[src/rtl/mru_tracker.sv]
// mru_tracker: button-driven resident-set tracker with an MRU replacement policy.
// A divided tick samples the buttons. A channel held for HOLD_TICKS ticks makes an
// access. An access lights the channel's LED; when the set is full, the access first
// evicts the current MRU channel.
// Optional feature macro: MRU_RELEASE_EN. When it is defined, a resident channel held
// for 2*HOLD_TICKS ticks is released. When it is undefined, the hold counters saturate
// at HOLD_TICKS and no channel is ever released.
module mru_tracker #(
    parameter int N_CH       = 4,
    parameter int CAPACITY   = 3,
    parameter int TICK_DIV   = 50_000_000,
    parameter int HOLD_TICKS = 2
) (
    input  logic                      clk,
    input  logic                      rst,
    input  logic [N_CH-1:0]           btn,
    output logic [N_CH-1:0]           led,
    output logic [$clog2(N_CH)-1:0]   mru_idx,
    output logic                      mru_valid,
    output logic [$clog2(N_CH+1)-1:0] occupancy,
    output logic                      evict,
    output logic                      tick
);

    localparam int IDX_W = $clog2(N_CH);
    localparam int OCC_W = $clog2(N_CH + 1);
    localparam int CNT_W = $clog2(TICK_DIV);
`ifdef MRU_RELEASE_EN
    localparam int HOLD_MAX = 2 * HOLD_TICKS;
`else
    localparam int HOLD_MAX = HOLD_TICKS;
`endif
    localparam int HOLD_W = $clog2(HOLD_MAX + 1);

    logic [CNT_W-1:0]  r_tick_cnt;
    logic [HOLD_W-1:0] r_hold [N_CH];
    logic [N_CH-1:0]   r_fired;
    logic [N_CH-1:0]   r_pending;
    logic [N_CH-1:0]   r_led;
    logic [IDX_W-1:0]  r_mru_idx;
    logic              r_mru_valid;
    logic [OCC_W-1:0]  r_occupancy;
    logic              r_evict;

    logic              w_tick;
    logic [HOLD_W-1:0] w_hold_nxt [N_CH];
    logic [N_CH-1:0]   w_fired_nxt;
    logic [N_CH-1:0]   w_new_req;
    logic [N_CH-1:0]   w_release;
    logic [N_CH-1:0]   w_req_all;
    logic              w_grant_vld;
    logic [IDX_W-1:0]  w_grant_idx;
    logic [N_CH-1:0]   w_grant_oh;
    logic [N_CH-1:0]   w_pending_nxt;
    logic [N_CH-1:0]   w_led_rel;
    logic [N_CH-1:0]   w_mru_oh;
    logic [OCC_W-1:0]  w_occ_rel;
    logic [N_CH-1:0]   w_led_nxt;
    logic [IDX_W-1:0]  w_mru_idx_nxt;
    logic              w_mru_valid_nxt;
    logic              w_evict_nxt;
    logic [OCC_W-1:0]  w_occ_nxt;

    // Occupancy is defined as the number of lit LEDs, so it is always derived from a
    // vector rather than tracked incrementally.
    function automatic logic [OCC_W-1:0] f_popcount(input logic [N_CH-1:0] v);
        logic [OCC_W-1:0] cnt;
        cnt = '0;
        for (int i = 0; i < N_CH; i++) begin
            cnt = cnt + OCC_W'(v[i]);
        end
        return cnt;
    endfunction

    assign w_tick = (r_tick_cnt == CNT_W'(TICK_DIV - 1));

    // Per-channel hold counting, request detection (once per press) and release detection
    always_comb begin
        w_new_req   = '0;
        w_release   = '0;
        w_fired_nxt = r_fired;
        for (int i = 0; i < N_CH; i++) begin
            w_hold_nxt[i] = r_hold[i];
            if (w_tick) begin
                if (btn[i]) begin
                    if (r_hold[i] != HOLD_W'(HOLD_MAX)) begin
                        w_hold_nxt[i] = r_hold[i] + 1'b1;
                    end
                    // The count reaches HOLD_TICKS on this tick; r_fired blocks repeats until re-armed
                    if ((r_hold[i] == HOLD_W'(HOLD_TICKS - 1)) && !r_fired[i]) begin
                        w_new_req[i]   = 1'b1;
                        w_fired_nxt[i] = 1'b1;
                    end
`ifdef MRU_RELEASE_EN
                    if ((r_hold[i] == HOLD_W'(2 * HOLD_TICKS - 1)) && r_led[i]) begin
                        w_release[i] = 1'b1;
                    end
`endif
                end else begin
                    w_hold_nxt[i]  = '0;
                    w_fired_nxt[i] = 1'b0;
                end
            end
        end
    end

    // Fixed-priority arbiter: serve the lowest-index request on each tick; the rest stay pending
    always_comb begin
        w_req_all   = r_pending | w_new_req;
        w_grant_vld = 1'b0;
        w_grant_idx = '0;
        for (int i = N_CH - 1; i >= 0; i--) begin
            if (w_req_all[i]) begin
                w_grant_vld = w_tick;
                w_grant_idx = IDX_W'(i);
            end
        end
        w_grant_oh    = w_grant_vld ? (N_CH'(1) << w_grant_idx) : '0;
        w_pending_nxt = w_tick ? (w_req_all & ~w_grant_oh) : r_pending;
    end

    // Resident-set update: apply releases first, then the granted access (hit, fill or evict-MRU)
    always_comb begin
        w_led_rel       = r_led & ~w_release;
        w_mru_oh        = N_CH'(1) << r_mru_idx;
        w_occ_rel       = f_popcount(w_led_rel);
        w_led_nxt       = w_led_rel;
        w_mru_idx_nxt   = r_mru_idx;
        w_mru_valid_nxt = r_mru_valid && ((w_release & w_mru_oh) == '0);
        w_evict_nxt     = 1'b0;
        if (w_grant_vld) begin
            w_mru_idx_nxt   = w_grant_idx;
            w_mru_valid_nxt = 1'b1;
            if ((w_led_rel & w_grant_oh) == '0) begin
                if (w_occ_rel < OCC_W'(CAPACITY)) begin
                    w_led_nxt = w_led_rel | w_grant_oh;
                end else begin
                    w_led_nxt   = (w_led_rel & ~w_mru_oh) | w_grant_oh;
                    w_evict_nxt = 1'b1;
                end
            end
        end
        w_occ_nxt = f_popcount(w_led_nxt);
    end

    // Free-running tick divider, restarting from zero after reset
    always_ff @(posedge clk or negedge rst) begin
        if (!rst) begin
            r_tick_cnt <= '0;
        end else if (w_tick) begin
            r_tick_cnt <= '0;
        end else begin
            r_tick_cnt <= r_tick_cnt + 1'b1;
        end
    end

    // Hold counters, re-arm flags and pending requests
    always_ff @(posedge clk or negedge rst) begin
        if (!rst) begin
            for (int i = 0; i < N_CH; i++) begin
                r_hold[i] <= '0;
            end
            r_fired   <= '0;
            r_pending <= '0;
        end else begin
            for (int i = 0; i < N_CH; i++) begin
                r_hold[i] <= w_hold_nxt[i];
            end
            r_fired   <= w_fired_nxt;
            r_pending <= w_pending_nxt;
        end
    end

    // Registered resident set, MRU pointer, occupancy and eviction pulse
    always_ff @(posedge clk or negedge rst) begin
        if (!rst) begin
            r_led       <= '0;
            r_mru_idx   <= '0;
            r_mru_valid <= 1'b0;
            r_occupancy <= '0;
            r_evict     <= 1'b0;
        end else begin
            r_led       <= w_led_nxt;
            r_mru_idx   <= w_mru_idx_nxt;
            r_mru_valid <= w_mru_valid_nxt;
            r_occupancy <= w_occ_nxt;
            r_evict     <= w_evict_nxt;
        end
    end

    assign led       = r_led;
    assign mru_idx   = r_mru_idx;
    assign mru_valid = r_mru_valid;
    assign occupancy = r_occupancy;
    assign evict     = r_evict;
    assign tick      = w_tick;

endmodule
[config.mk]
export PLATFORM = sky130hd
export DESIGN_NAME = mru_tracker
export DESIGN_NICKNAME = d
export VERILOG_FILES = /design/src/rtl/mru_tracker.sv
export SDC_FILE = /design/constraint.sdc
export NUM_CORES = 1
export LEC_CHECK = 0
export BUFFER_PORTS_ARGS = -buffer_cell sky130_fd_sc_hd__buf_4
export CORE_AREA = 3 3 88 90
export DETAILED_ROUTE_END_ITERATION = 16
export DIE_AREA = 0 0 91 93
export GPL_TIMING_DRIVEN = 0
export PLACE_DENSITY = 0.56
export SLEW_MARGIN = 20
export SYNTH_ARGS = -nofsm -noshare
export SYNTH_HDL_FRONTEND = slang
export SYNTH_SLANG_ARGS = --single-unit
export TNS_END_PERCENT = 10
[constraint.sdc]
create_clock -name clk -period 3.2 [get_ports clk]
set_input_delay 0.48 -clock clk [delete_from_list [all_inputs] [get_ports clk]]
set_output_delay 0.48 -clock clk [all_outputs]
set_load 0.02 [all_outputs]
==> metrics.md <==
| Metric | Value |
|---|---|
| CTS H-tree lvls | `2` |
| DRC violations left | `0` |
| Tcrit/Tclk final | `95.5%` |
| WL/cell | `13.8 µm` |
| FF+latch area | `0.00133 mm²` |
| Yosys warning count | `0` |
| Detailed Routing Iterations Pass 1 | `4` |
| PwrDens | `353 mW/mm²` |
| Setup violators final | `0` |
| RSZ-0062 raised after global routing | `no` |
| Core Util, Final | `approximately 46%` |
| Final net count | `317` |
| Seq cells post-synth | `53` |
| Grt ovf | `0` |
| Pwr Total | `1.15 mW` |
| Cts bufs inserted | `5` |
| Most frequent cells in the layout | `52 x dfrtp_1, 29 x nor2_1, 23 x buf_4, 18 x xnor2_1` |
| Vias in the first global route | `1999` |
| Tot GR Track Use | `13.5%` |
| Max-slew violation count | `0` |
| Worst Reg2Reg Path Length in Cells | `11` |
| Deepest clock path buffer count | `2` |
| Hold Path Class | `in2async` |
| Startpoint types | `register` |
| Crit path max fanout | `10` |
| Crit path time final | `3.05 ns` |
| Worst setup margin | `0.145 ns` |
| Synthesized area | `0.00276 mm²` |
| Reg2reg setup slack | `0.15 ns` |
| CTS sink cnt | `53` |
| Port Buffer Count | `17` |
| Critical path class | `reg2reg` |
| Worst EP required | `between 3 and 4 ns` |
| IO Pins | `18` |
| Worst slew pin tran | `0.660 ns` |
| Hpwl dp | `3740 µm` |
| CTS root buf | `clkbuf_8` |
| Max Fclk | `327 MHz` |
| Share of synthesized registers carrying an async set or reset | `100%` |
| Initial antenna violation count | `0` |
| Placed cell area | `roughly 0.003 mm²` |
| Initial Util | `38.7%` |
| Count of cell types in the netlist | `46` |
| Gpl congestion | `0.766` |
| Iter 0 DRT Violations | `between 60 and 70` |
| Area Growth Syn to Fin | `17.7%` |
| Die area | `0.00846 mm²` |
| Clk_skew | `approximately 0.012 ns` |
| LEAKAGE | `between 1 and 1.5 nW` |
| Post-synth EDFFs | `0` |
| Rows | `31` |
| CTS tree | `done` |
| Critical path arrival | `3.25 ns` |
| Max-Slew Margin vs Limit | `56.0%` |
| Gate Count Post-Synth | `about 270` |
| Fin. Hold Viols | `0` |
| Layout cells sized above 1 | `20.6%` |
| Largest net degree at the start of global routing | `54` |
| Final TNS setup | `0 ns` |
| Total via count in the routed design | `2004` |
| MaxCap Viol Count | `0` |
| Drt via density | `5.07` |
| Post-route ant nets | `0` |
| Overall routed net length | `5450 µm` |
| Worst skew pair latency | `0.30 ns` |
| Net count after synthesis | `288` |
| Seq/Total Area, Yosys | `just under 50%` |
| Status | `finished clean` |
| Design area | `0.00325 mm²` |
| Commonest non-fill, non-tap cell in the layout | `dfrtp_1` |
| Core area | `about 0.007 mm²` |
| Mean Syn Cell Area | `10.3 µm²` |
| Maximum vdd drop | `0.000178 V` |
| Multi-input logic area | `0.00141 mm²` |
| Die H | `around 93 µm` |
| Worst-path clk slew | `about 0.10 ns` |
| First-pass GRT wire length | `approximately 9400 µm` |
| Fillers | `between 700 and 800` |
| Ys flop type | `dfrtp_1` |
| CP Capture Type | `register` |
| Die width | `91 µm` |
| Place WS | `-0.0572 ns` |
| ANT cells | `0` |
[synthesized netlist by cell type (4+ instances only)]
| cell | count | share of area, % |
|---|---|---|
| nand3_1 | 7 | 1.3 |
| and2_1 | 5 | 1.1 |
| xor2_1 | 5 | 1.6 |
| nand2_1 | 15 | 2.0 |
| ha_1 | 13 | 5.9 |
| nand4_1 | 5 | 1.1 |
| o21ai_0 | 6 | 1.1 |
| inv_1 | 16 | 2.2 |
| a31oi_1 | 8 | 1.8 |
| xnor2_1 | 18 | 5.7 |
| nor2_1 | 29 | 3.9 |
| nor3_1 | 6 | 1.1 |
| a21oi_1 | 10 | 1.8 |
| a22o_1 | 7 | 2.2 |
| or2_2 | 7 | 1.6 |
| and4_1 | 4 | 1.3 |
| dfrtp_1 | 53 | 48 |
| nor4_1 | 5 | 1.1 |
| o31ai_1 | 5 | 1.4 |
[worst max-delay path, stage by stage, from the launching register on]
cell	delay, ns
dfrtp_1	0.43
ha_4	0.17
and4_4	0.22
nand3_2	0.09
buf_6	0.16
or4_4	0.52
a32oi_4	0.30
a31o_1	0.23
fa_1	0.44
inv_2	0.08
ha_4	0.13
ha_4	0.18
[power by group]
part | switching, mW | internal (mW)
Sequential | 0.00236 | 0.673
Clock | 0.215 | 0.228
Combinational | 0.0197 | 0.00867
Total | 0.237 | 0.910
[layer usage]
| metal | up-vias | global-route usage (%) | share of wire [%] |
|---|---|---|---|
| li1 | 997 | - | - |
| met3 | 5 | 2.17 | 1.6 |
| met2 | 24 | 22.9 | 48 |
| met4 | 0 | 3.14 | 1.1 |
| met5 | - | 0 | 0 |
| met1 | 978 | 18.2 | 50 |
[kinds of logic after synthesis]
group | count (synthesis) | share of synthesized area (%)
AO/OA/AOI/OAI | 46 | 11.8
flip-flops | 53 | 48.1
XOR/XNOR | 23 | 7.30
AND/OR/NAND/NOR | 104 | 20.6
adder cells (fa/ha/maj) | 15 | 7.34
buffers and inverters | 24 | 4.08
multiplexers | 2 | 0.816
[layout make-up]
class                           instances  share of cell area, %
Multi-Input combinational cell        190                   43.3
Sequential cell                        53                   40.9
Timing Repair Buffer                   22                   5.08
Tap cell                               99                   3.81
Clock buffer                            5                   2.12
Inverter                               17                   1.96
Buffer                                  7                   1.81
Clock inverter                          2                   1.08
[worst paths after layout]
check,from,endpoint
hold reg to reg,mru_valid,mru_valid
hold / removal,rst,r_tick_cnt[17]
setup reg to reg,r_tick_cnt[0],occupancy[1]
min in group clk,btn[2],r_fired[2]
max in group asynchronous,rst,led[0]
setup / recovery,r_tick_cnt[0],occupancy[1]
[through the flow]
| step | cells | hold slack (ns) |
|---|---|---|
| 3_3_place_gp | 383 | 0.453 |
| 3_5_place_dp | 383 | 0.454 |
| 2_1_floorplan | 267 | 0.184 |
| 4_1_cts | 392 | 0.236 |
| 5_1_grt | 395 | 0.259 |
| 6_report | 395 | 0.205 |
[what timing repair did]
action	in CTS	in global routing
setup endpoints to repair	1	3
cloned	0	0
hold buffers	0	0
resized for setup	1	17
pin swaps	1	9
setup buffers	2	3
[sequential cells by signal, summed over array words and instances (netlist names)]
name        cells
evict           1
mru_idx         2
led             4
r_hold          8
occupancy       3
r_pending       4
r_fired         4
r_tick_cnt     26
mru_valid       1
Note: power is estimated with default switching activity, not from simulation.
